### src/rtl/serial_add_sub_if.sv
// Operand/result bundle for the bit-serial adder/subtractor.
// Optional overflow flag present when SERIAL_ADD_SUB_OVF_EN is defined.
interface serial_add_sub_if #(
  parameter int unsigned WIDTH = 4
);
  logic             SerAddSub_i_Start;
  logic [WIDTH-1:0] SerAddSub_i_A;
  logic [WIDTH-1:0] SerAddSub_i_B;
  logic             SerAddSub_i_fSub;
  logic [WIDTH-1:0] SerAddSub_o_S;
  logic             SerAddSub_o_C;
  logic             SerAddSub_o_Busy;
  logic             SerAddSub_o_Done;
`ifdef SERIAL_ADD_SUB_OVF_EN
  logic             SerAddSub_o_V;
`endif

  modport master (
`ifdef SERIAL_ADD_SUB_OVF_EN
    input  SerAddSub_o_V,
`endif
    output SerAddSub_i_Start,
    output SerAddSub_i_A,
    output SerAddSub_i_B,
    output SerAddSub_i_fSub,
    input  SerAddSub_o_S,
    input  SerAddSub_o_C,
    input  SerAddSub_o_Busy,
    input  SerAddSub_o_Done
  );

  modport slave (
`ifdef SERIAL_ADD_SUB_OVF_EN
    output SerAddSub_o_V,
`endif
    input  SerAddSub_i_Start,
    input  SerAddSub_i_A,
    input  SerAddSub_i_B,
    input  SerAddSub_i_fSub,
    output SerAddSub_o_S,
    output SerAddSub_o_C,
    output SerAddSub_o_Busy,
    output SerAddSub_o_Done
  );
endinterface

### src/rtl/serial_add_sub.sv
// Bit-serial two's-complement add/sub: one bit per clock, LSB first, WIDTH-cycle RUN.
// Define SERIAL_ADD_SUB_OVF_EN to add the signed-overflow output SerAddSub_o_V.
module serial_add_sub #(
  parameter int unsigned WIDTH = 4
) (
  input logic            SerAddSub_i_Clk,
  input logic            SerAddSub_i_Rst,
  serial_add_sub_if.slave bus
);
  localparam int unsigned CntW = $clog2(WIDTH);
  localparam logic [CntW-1:0] CntLast = CntW'(WIDTH - 1);

  localparam logic [1:0] IDLE = 2'd0;
  localparam logic [1:0] RUN  = 2'd1;
  localparam logic [1:0] DONE = 2'd2;

  logic [1:0]       state_q;
  logic [CntW-1:0]  cnt_q;
  logic [WIDTH-1:0] a_q, b_q;
  logic [WIDTH-2:0] res_q;
  logic             cy_q;
  logic [WIDTH-1:0] s_q;
  logic             c_q;

  logic             sum_bit, cy_next, accept;
  logic [WIDTH-1:0] res_full;

  always_comb begin
    sum_bit  = a_q[0] ^ b_q[0] ^ cy_q;
    cy_next  = (a_q[0] & b_q[0]) | (a_q[0] & cy_q) | (b_q[0] & cy_q);
    res_full = {sum_bit, res_q};
    accept   = bus.SerAddSub_i_Start && ((state_q == IDLE) || (state_q == DONE));
  end

`ifdef SERIAL_ADD_SUB_OVF_EN
  logic v_q;
`endif

  always_ff @(posedge SerAddSub_i_Clk) begin
    if (SerAddSub_i_Rst) begin
      state_q <= IDLE;
      cnt_q   <= '0;
      a_q     <= '0;
      b_q     <= '0;
      res_q   <= '0;
      cy_q    <= 1'b0;
      s_q     <= '0;
      c_q     <= 1'b0;
`ifdef SERIAL_ADD_SUB_OVF_EN
      v_q     <= 1'b0;
`endif
    end else if (accept) begin
      // Subtract = A + ~B + 1: invert B now, seed the carry with the +1.
      a_q     <= bus.SerAddSub_i_A;
      b_q     <= bus.SerAddSub_i_B ^ {WIDTH{bus.SerAddSub_i_fSub}};
      cy_q    <= bus.SerAddSub_i_fSub;
      cnt_q   <= '0;
      state_q <= RUN;
    end else begin
      case (state_q)
        RUN: begin
          a_q   <= a_q >> 1;
          b_q   <= b_q >> 1;
          res_q <= res_full[WIDTH-1:1];
          cy_q  <= cy_next;
          cnt_q <= cnt_q + 1'b1;
          if (cnt_q == CntLast) begin
            state_q <= DONE;
            s_q     <= res_full;
            c_q     <= cy_next;
`ifdef SERIAL_ADD_SUB_OVF_EN
            // cy_q here is the carry into the MSB.
            v_q     <= cy_q ^ cy_next;
`endif
          end
        end
        default: state_q <= IDLE;
      endcase
    end
  end

  assign bus.SerAddSub_o_S    = s_q;
  assign bus.SerAddSub_o_C    = c_q;
  assign bus.SerAddSub_o_Busy = (state_q == RUN);
  assign bus.SerAddSub_o_Done = (state_q == DONE);
`ifdef SERIAL_ADD_SUB_OVF_EN
  assign bus.SerAddSub_o_V    = v_q;
`endif
endmodule
### src/flat_wrapper.sv
// flat-port wrapper written by rule: the top's interface ports become plain ports
module serial_add_sub_flat 
#(
  parameter int unsigned WIDTH = 4
)
  (SerAddSub_i_Clk, SerAddSub_i_Rst, bus_SerAddSub_i_Start, bus_SerAddSub_i_A, bus_SerAddSub_i_B, bus_SerAddSub_i_fSub, bus_SerAddSub_o_S, bus_SerAddSub_o_C, bus_SerAddSub_o_Busy, bus_SerAddSub_o_Done);
  serial_add_sub_if #(.WIDTH(WIDTH)) bus_i ();
  input logic SerAddSub_i_Clk;
  input logic SerAddSub_i_Rst;
  input wire logic [$bits(bus_i.SerAddSub_i_Start)-1:0] bus_SerAddSub_i_Start;
  input wire logic [$bits(bus_i.SerAddSub_i_A)-1:0] bus_SerAddSub_i_A;
  input wire logic [$bits(bus_i.SerAddSub_i_B)-1:0] bus_SerAddSub_i_B;
  input wire logic [$bits(bus_i.SerAddSub_i_fSub)-1:0] bus_SerAddSub_i_fSub;
  output wire logic [$bits(bus_i.SerAddSub_o_S)-1:0] bus_SerAddSub_o_S;
  output wire logic [$bits(bus_i.SerAddSub_o_C)-1:0] bus_SerAddSub_o_C;
  output wire logic [$bits(bus_i.SerAddSub_o_Busy)-1:0] bus_SerAddSub_o_Busy;
  output wire logic [$bits(bus_i.SerAddSub_o_Done)-1:0] bus_SerAddSub_o_Done;
  assign bus_i.SerAddSub_i_Start = bus_SerAddSub_i_Start;
  assign bus_i.SerAddSub_i_A = bus_SerAddSub_i_A;
  assign bus_i.SerAddSub_i_B = bus_SerAddSub_i_B;
  assign bus_i.SerAddSub_i_fSub = bus_SerAddSub_i_fSub;
  assign bus_SerAddSub_o_S = bus_i.SerAddSub_o_S;
  assign bus_SerAddSub_o_C = bus_i.SerAddSub_o_C;
  assign bus_SerAddSub_o_Busy = bus_i.SerAddSub_o_Busy;
  assign bus_SerAddSub_o_Done = bus_i.SerAddSub_o_Done;
  serial_add_sub #(.WIDTH(WIDTH)) u_core (.SerAddSub_i_Clk(SerAddSub_i_Clk), .SerAddSub_i_Rst(SerAddSub_i_Rst), .bus(bus_i));
endmodule
### config.mk
export PLATFORM = sky130hd
export DESIGN_NAME = serial_add_sub_flat
export DESIGN_NICKNAME = d
export VERILOG_FILES = /design/src/rtl/serial_add_sub_if.sv /design/src/rtl/serial_add_sub.sv /design/src/flat_wrapper.sv
export SDC_FILE = /design/constraint.sdc
export NUM_CORES = 1
export LEC_CHECK = 0
export CORE_MARGIN = 2
export CORE_UTILIZATION = 34
export DETAILED_ROUTE_END_ITERATION = 8
export GPL_TIMING_DRIVEN = 0
export PLACE_DENSITY = 0.54
export RECOVER_POWER = 100
export SLEW_MARGIN = 15
export SYNTH_ARGS = -nofsm -noshare
export SYNTH_HDL_FRONTEND = slang
export SYNTH_SLANG_ARGS = --single-unit
### constraint.sdc
create_clock -name SerAddSub_i_Clk -period 1.5 [get_ports SerAddSub_i_Clk]
set_input_delay 0.3 -clock SerAddSub_i_Clk [delete_from_list [all_inputs] [get_ports SerAddSub_i_Clk]]
set_output_delay 0.3 -clock SerAddSub_i_Clk [all_outputs]
set_load 0.01 [all_outputs]
[After elaboration in Yosys (flattened, before gate mapping)]
Index checks and enable logic that the tools add are counted.
Storage, ports and cells
  flip-flop bits (word level): 21
  latch bits: 0
  memory bits (writable): 0
  memory bits (read-only): 0
  input bits: 12
  output and inout port bits: 7
  logic and storage cells: 41
  memories: 0
Cells by class
  add/subtract/negate cells: 1
  $mul: 0
  div/mod/pow operators: 0
  order comparisons: 0
  equality and inequality tests: 4
  shift-type cells: 0
  muxes and demuxes: 9
  bitwise gates (word level): 10
  reductions and logical operators: 8
Operators by type and width (number)
  $mux 4: 4
  $mux 1: 5
  $eq 2x2->1 const B: 2
  $xor 4x4->4: 1
  $and 1x1->1: 3
  $ne 3x1->1 const B: 1
  $reduce_and 3->1: 1
  $reduce_or 3->1: 1
  $add 2x1->2 const B: 1
  $eq 2x1->1 const B: 1
  $logic_not 2->1: 1
  $not 1->1: 2
  $or 1x1->1: 2
  $reduce_and 2->1: 1
  $reduce_bool 2->1: 1
  $reduce_or 2->1: 1
  $xor 1x1->1: 2
  $logic_and 1x1->1: 1
  $logic_or 1x1->1: 1

[Depth between registers and ports, before layout]
  depth in word-level cells: 5
  depth in mapped cells: 5
  gate-level depth less buffers: 4

[Worst setup path before layout]
OpenSTA, ideal clock, no wires.
  kind: reg2reg
  start: register u_core.cy_q
  end: register u_core.cy_q
  setup time: 0.130 ns
  data arrival time: 0.976 ns
  required time: 1.370 ns
  slack: 0.394 ns
  stages on the path, launching flop included: 4
  buffers on the path: 0
  period minus slack after synthesis: 1.106 ns
  path through: dfxtp_1 -> fa_1 -> o22ai_1 -> nor3_2
On the way
  cells in the longest elaborated chain, start to end: 5
  elaborated cells on any way between the ends: 6
  classes of those cells: 2 x mux; 4 x bitwise
Ends and longest elaborated chain
  start: declaration: RTL line serial_add_sub.sv:21  | logic cy_q;
  start signal: assignment: RTL line serial_add_sub.sv:56  | cy_q <= bus.SerAddSub_i_fSub;
  start signal: assignment: RTL line serial_add_sub.sv:65  | cy_q <= cy_next;
  $and 1x1->1: RTL line serial_add_sub.sv:30  | cy_next = (a_q[0] & b_q[0]) | (a_q[0] & cy_q) | (b_q[0] & cy_q);
  $or 1x1->1: RTL line serial_add_sub.sv:30
  $or 1x1->1 (*): RTL line serial_add_sub.sv:30
  via u_core.cy_next: RTL line serial_add_sub.sv:25  | logic sum_bit, cy_next, accept;
  $mux 1 (*): RTL line serial_add_sub.sv:60  | case (state_q)
  $mux 1 (*): RTL line serial_add_sub.sv:52  | end else if (accept) begin
Mark *: on every way through the listed nets, which the timed path passes. The rest lies on a longest branch. The select of a mux whose other input is x is not followed.
A chain may end at the register's enable or synchronous reset.

[Final worst setup path]
  start: register u_core.state_q[1]
  end: output bus_SerAddSub_o_Busy
On the way
  cells in the longest elaborated chain, start to end: 1
Ends and longest elaborated chain
  start: declaration: RTL line serial_add_sub.sv:17  | logic [1:0] state_q;
  start signal: assignment: RTL line serial_add_sub.sv:41  | state_q <= IDLE;
  start signal: assignment: RTL line serial_add_sub.sv:58  | state_q <= RUN;
  start signal: assignment: RTL line serial_add_sub.sv:68  | state_q <= DONE;
  $eq 2x1->1: RTL line serial_add_sub.sv:84  | assign bus.SerAddSub_o_Busy = (state_q == RUN);
  end: declaration: RTL line flat_wrapper.sv:16  | output wire logic [$bits(bus_i.SerAddSub_o_Busy)-1:0] bus_SerAddSub_o_Busy;
No other way between the ends.

==> run metrics <==
status=complete, no violations; CP Capture Type=output pin; initial DRC count=3; WS Path Type=flop to output pin; Mean Syn Cell Area=8.91 µm²; Top Family by Delay on Critical Path=flip-flops; Sw Share=26.6%; filler instances=265; switching power=0.279 mW; final core utilization=45.2%; post-layout min period=1.43 ns; share of power burned in registers=57.6%; chip width=54.9 µm; CP required=1.20 ns; Total Routing Usage GR=14.6%; Clk pwr share=26.4%; # setup viols final=0; I/O pins=19; fin area=1120 µm²; Pre-antenna DRT Iters=2; # hold bufs at CTS=0; pwr/cell area=940 nW/µm²; Synth Instances=99; most used cell, CP=buf_6; hold path start=bus_SerAddSub_i_fSub; clock skew=0.00489 ns; Leakage=0.408 nW; Logic pwr share=16.0%; fin. max-slew vios=0; flops & latches, synth=21; Final Power=1.05 mW; Netlist cell types=27; Initial Util=35.6%; final worst slack=0.0726 ns; Syn. warnings=0; CTS H-tree lvls=1; largest net degree at the start of global routing=12; die area=3020 µm²; area delta synth->final=26.8%; worst-margin pin slew=0.470 ns; CP max FO=10; most frequent cells in the layout=dfxtp_1 (19), nand2_1 (15), a21oi_1 (14), nand3_1 (11), clkdlybuf4s50_1 (9); VDD IR max=0.441 mV; CP peak stage delay=0.34 ns; Critical Path Source Type=flop; Setup TNS=0 ns; final wirelength=1870 µm; Final Non-Filler Cells=151; first-pass GRT wire length=3100 µm; share of cells above drive strength 1=11.6%; Mapped Nets=113; Power Internal=0.772 mW; worst-path cell chain=nand2b_4, inv_2, buf_6, buf_6; sequential area share after synthesis=47.7%; slowest cell on the critical path=dfxtp_2; Via density=4.95; Clock transition at path regs=0.12 ns; FP Rows=18; CTS tree=built; CP bufs+invs=3; DRC viols=0; Worst Setup SP=u_core.state_q[1]; Post-Syn Area=882 µm²; PortBufs=17; worst skew pair latency=0.30 ns; core area=2480 µm²; fmax=0.701 GHz; Tcrit/Tclk final=95.2%; slew margin rel.=68.7%; per-cell routed wire length=12.4 µm; GRT Residual Overflow=0; ANT nets after route=0; # diodes=0; Root Buffer=clkbuf_4; worst hold-check path type=primary input to flop; initial antenna violation count=0; vias in the first global route=730; placed cell count=146; Die Y=54.9 µm; R2R Path Start=u_core.state_q[1]; most common cell after layout, fill and taps aside=dfxtp_1; cell area after placement=1090 µm²; final net count=136; pre-CTS WS=-0.180 ns; RSZ-0062 raised after global routing=no; hold_ws=0.368 ns; Sink Count=21; Worst Path Arrival=1.13 ns; placer congestion estimate=0.675; routed via count=748; final hold violation count=0; total CTS buffers=3; DP HPWL=1350 µm; Clock Tree Buf Depth=2; max-cap viol count=0
==> worst min-delay path, delay by kind of cell <==
| family | cells | cell delay (ns) |
|---|---|---|
| AOI/OAI and AO/OA | 1 | 0.12 |
| and+or+nand+nor | 1 | 0.07 |
| buffers and inverters | 1 | 0.14 |
==> flip-flops by register name (all words and copies together) (netlist names) <==
name	count
u_core.bus.SerAddSub_o_S	4
u_core.res_q	3
u_core.cnt_q	2
u_core.state_q	2
u_core.cy_q	1
u_core.bus.SerAddSub_o_C	1
u_core.b_q	4
u_core.a_q	4
==> per-layer routing <==
metal / up-vias / part of all wire, % / GRT usage (%)
li1: 387 / - / -
met1: 345 / 47 / 16.3
met2: 16 / 49 / 27.6
met3: 0 / 4.5 / 2.42
met4: 0 / 0 / 4.88
met5: - / 0 / 0
==> worst paths after layout <==
kind | end | slack [ns] | depth (start not counted)
worst max-delay path | bus_SerAddSub_o_Busy | 0.07 | 4
worst min-delay path | u_core.cy_q | 0.37 | 3
worst min register to register | u_core.bus.SerAddSub_o_S[0] | 0.46 | 2
worst max register to register | u_core.a_q[1] | 0.11 | 5
==> repair_timing <==
action / CTS / global route
cloned: 0 / 0
resized for setup: 9 / 6
endpoints found under the setup margin: 3 / 5
setup buffers: 1 / 0
==> cell families after synthesis <==
| group | count (synthesis) | share of synthesized area, % |
|---|---|---|
| AND/OR/NAND/NOR | 40 | 21.8 |
| AO/OA/AOI/OAI | 22 | 15.3 |
| flip-flops | 21 | 47.7 |
| buffers and inverters | 8 | 5.39 |
| XOR/XNOR | 5 | 4.96 |
| adder cells (fa/ha/maj) | 2 | 3.69 |
| multiplexers | 1 | 1.13 |
==> synth_stat cells <==
master / number / area [µm²]
nor3_2: 1 / 10.0
ha_1: 1 / 12.5
inv_4: 1 / 6.26
nand2_1: 15 / 56.3
nand2b_2: 1 / 8.76
dfxtp_1: 21 / 420
nor3_1: 5 / 25.0
a22oi_1: 4 / 30.0
o22ai_1: 2 / 12.5
nand2b_1: 1 / 6.26
mux2i_1: 1 / 10.0
fa_1: 1 / 20.0
clkbuf_2: 2 / 10.0
nor2_1: 3 / 11.3
a21oi_1: 14 / 70.1
o21a_1: 1 / 7.51
nand3b_1: 1 / 7.51
a311oi_2: 1 / 15.0
buf_1: 1 / 3.75
nand3_1: 11 / 55.1
xor2_1: 4 / 35.0
clkbuf_1: 1 / 3.75
buf_6: 1 / 11.3
xnor2_1: 1 / 8.76
nor2b_1: 2 / 12.5
buf_2: 1 / 5.00
buf_4: 1 / 7.51
==> area by class of cell <==
cell class                 instances  area, µm²  share of cell area, %
sequential                        21        423                   37.8
buffer                             7       41.3                   3.69
inverter                           1       3.75                  0.336
multi-input combinational         70        414                   37.0
tap                               30       37.5                   3.36
clock buffer                       4       26.3                   2.35
timing repair buffer              18        173                   15.4
==> power groups by stage <==
| stage | logic [mW] | clock network [mW] | registers, mW |
|---|---|---|---|
| 6_report | 0.169 | 0.277 | 0.606 |
| 5_1_grt | 0.187 | 0.311 | 0.610 |
| 3_3_place_gp | 0.168 | 0 | 0.616 |
| 2_1_floorplan | 0.113 | 0 | 0.613 |
| 3_5_place_dp | 0.169 | 0 | 0.618 |
| 4_1_cts | 0.173 | 0.284 | 0.606 |
Power figures use the tool's default switching activity.
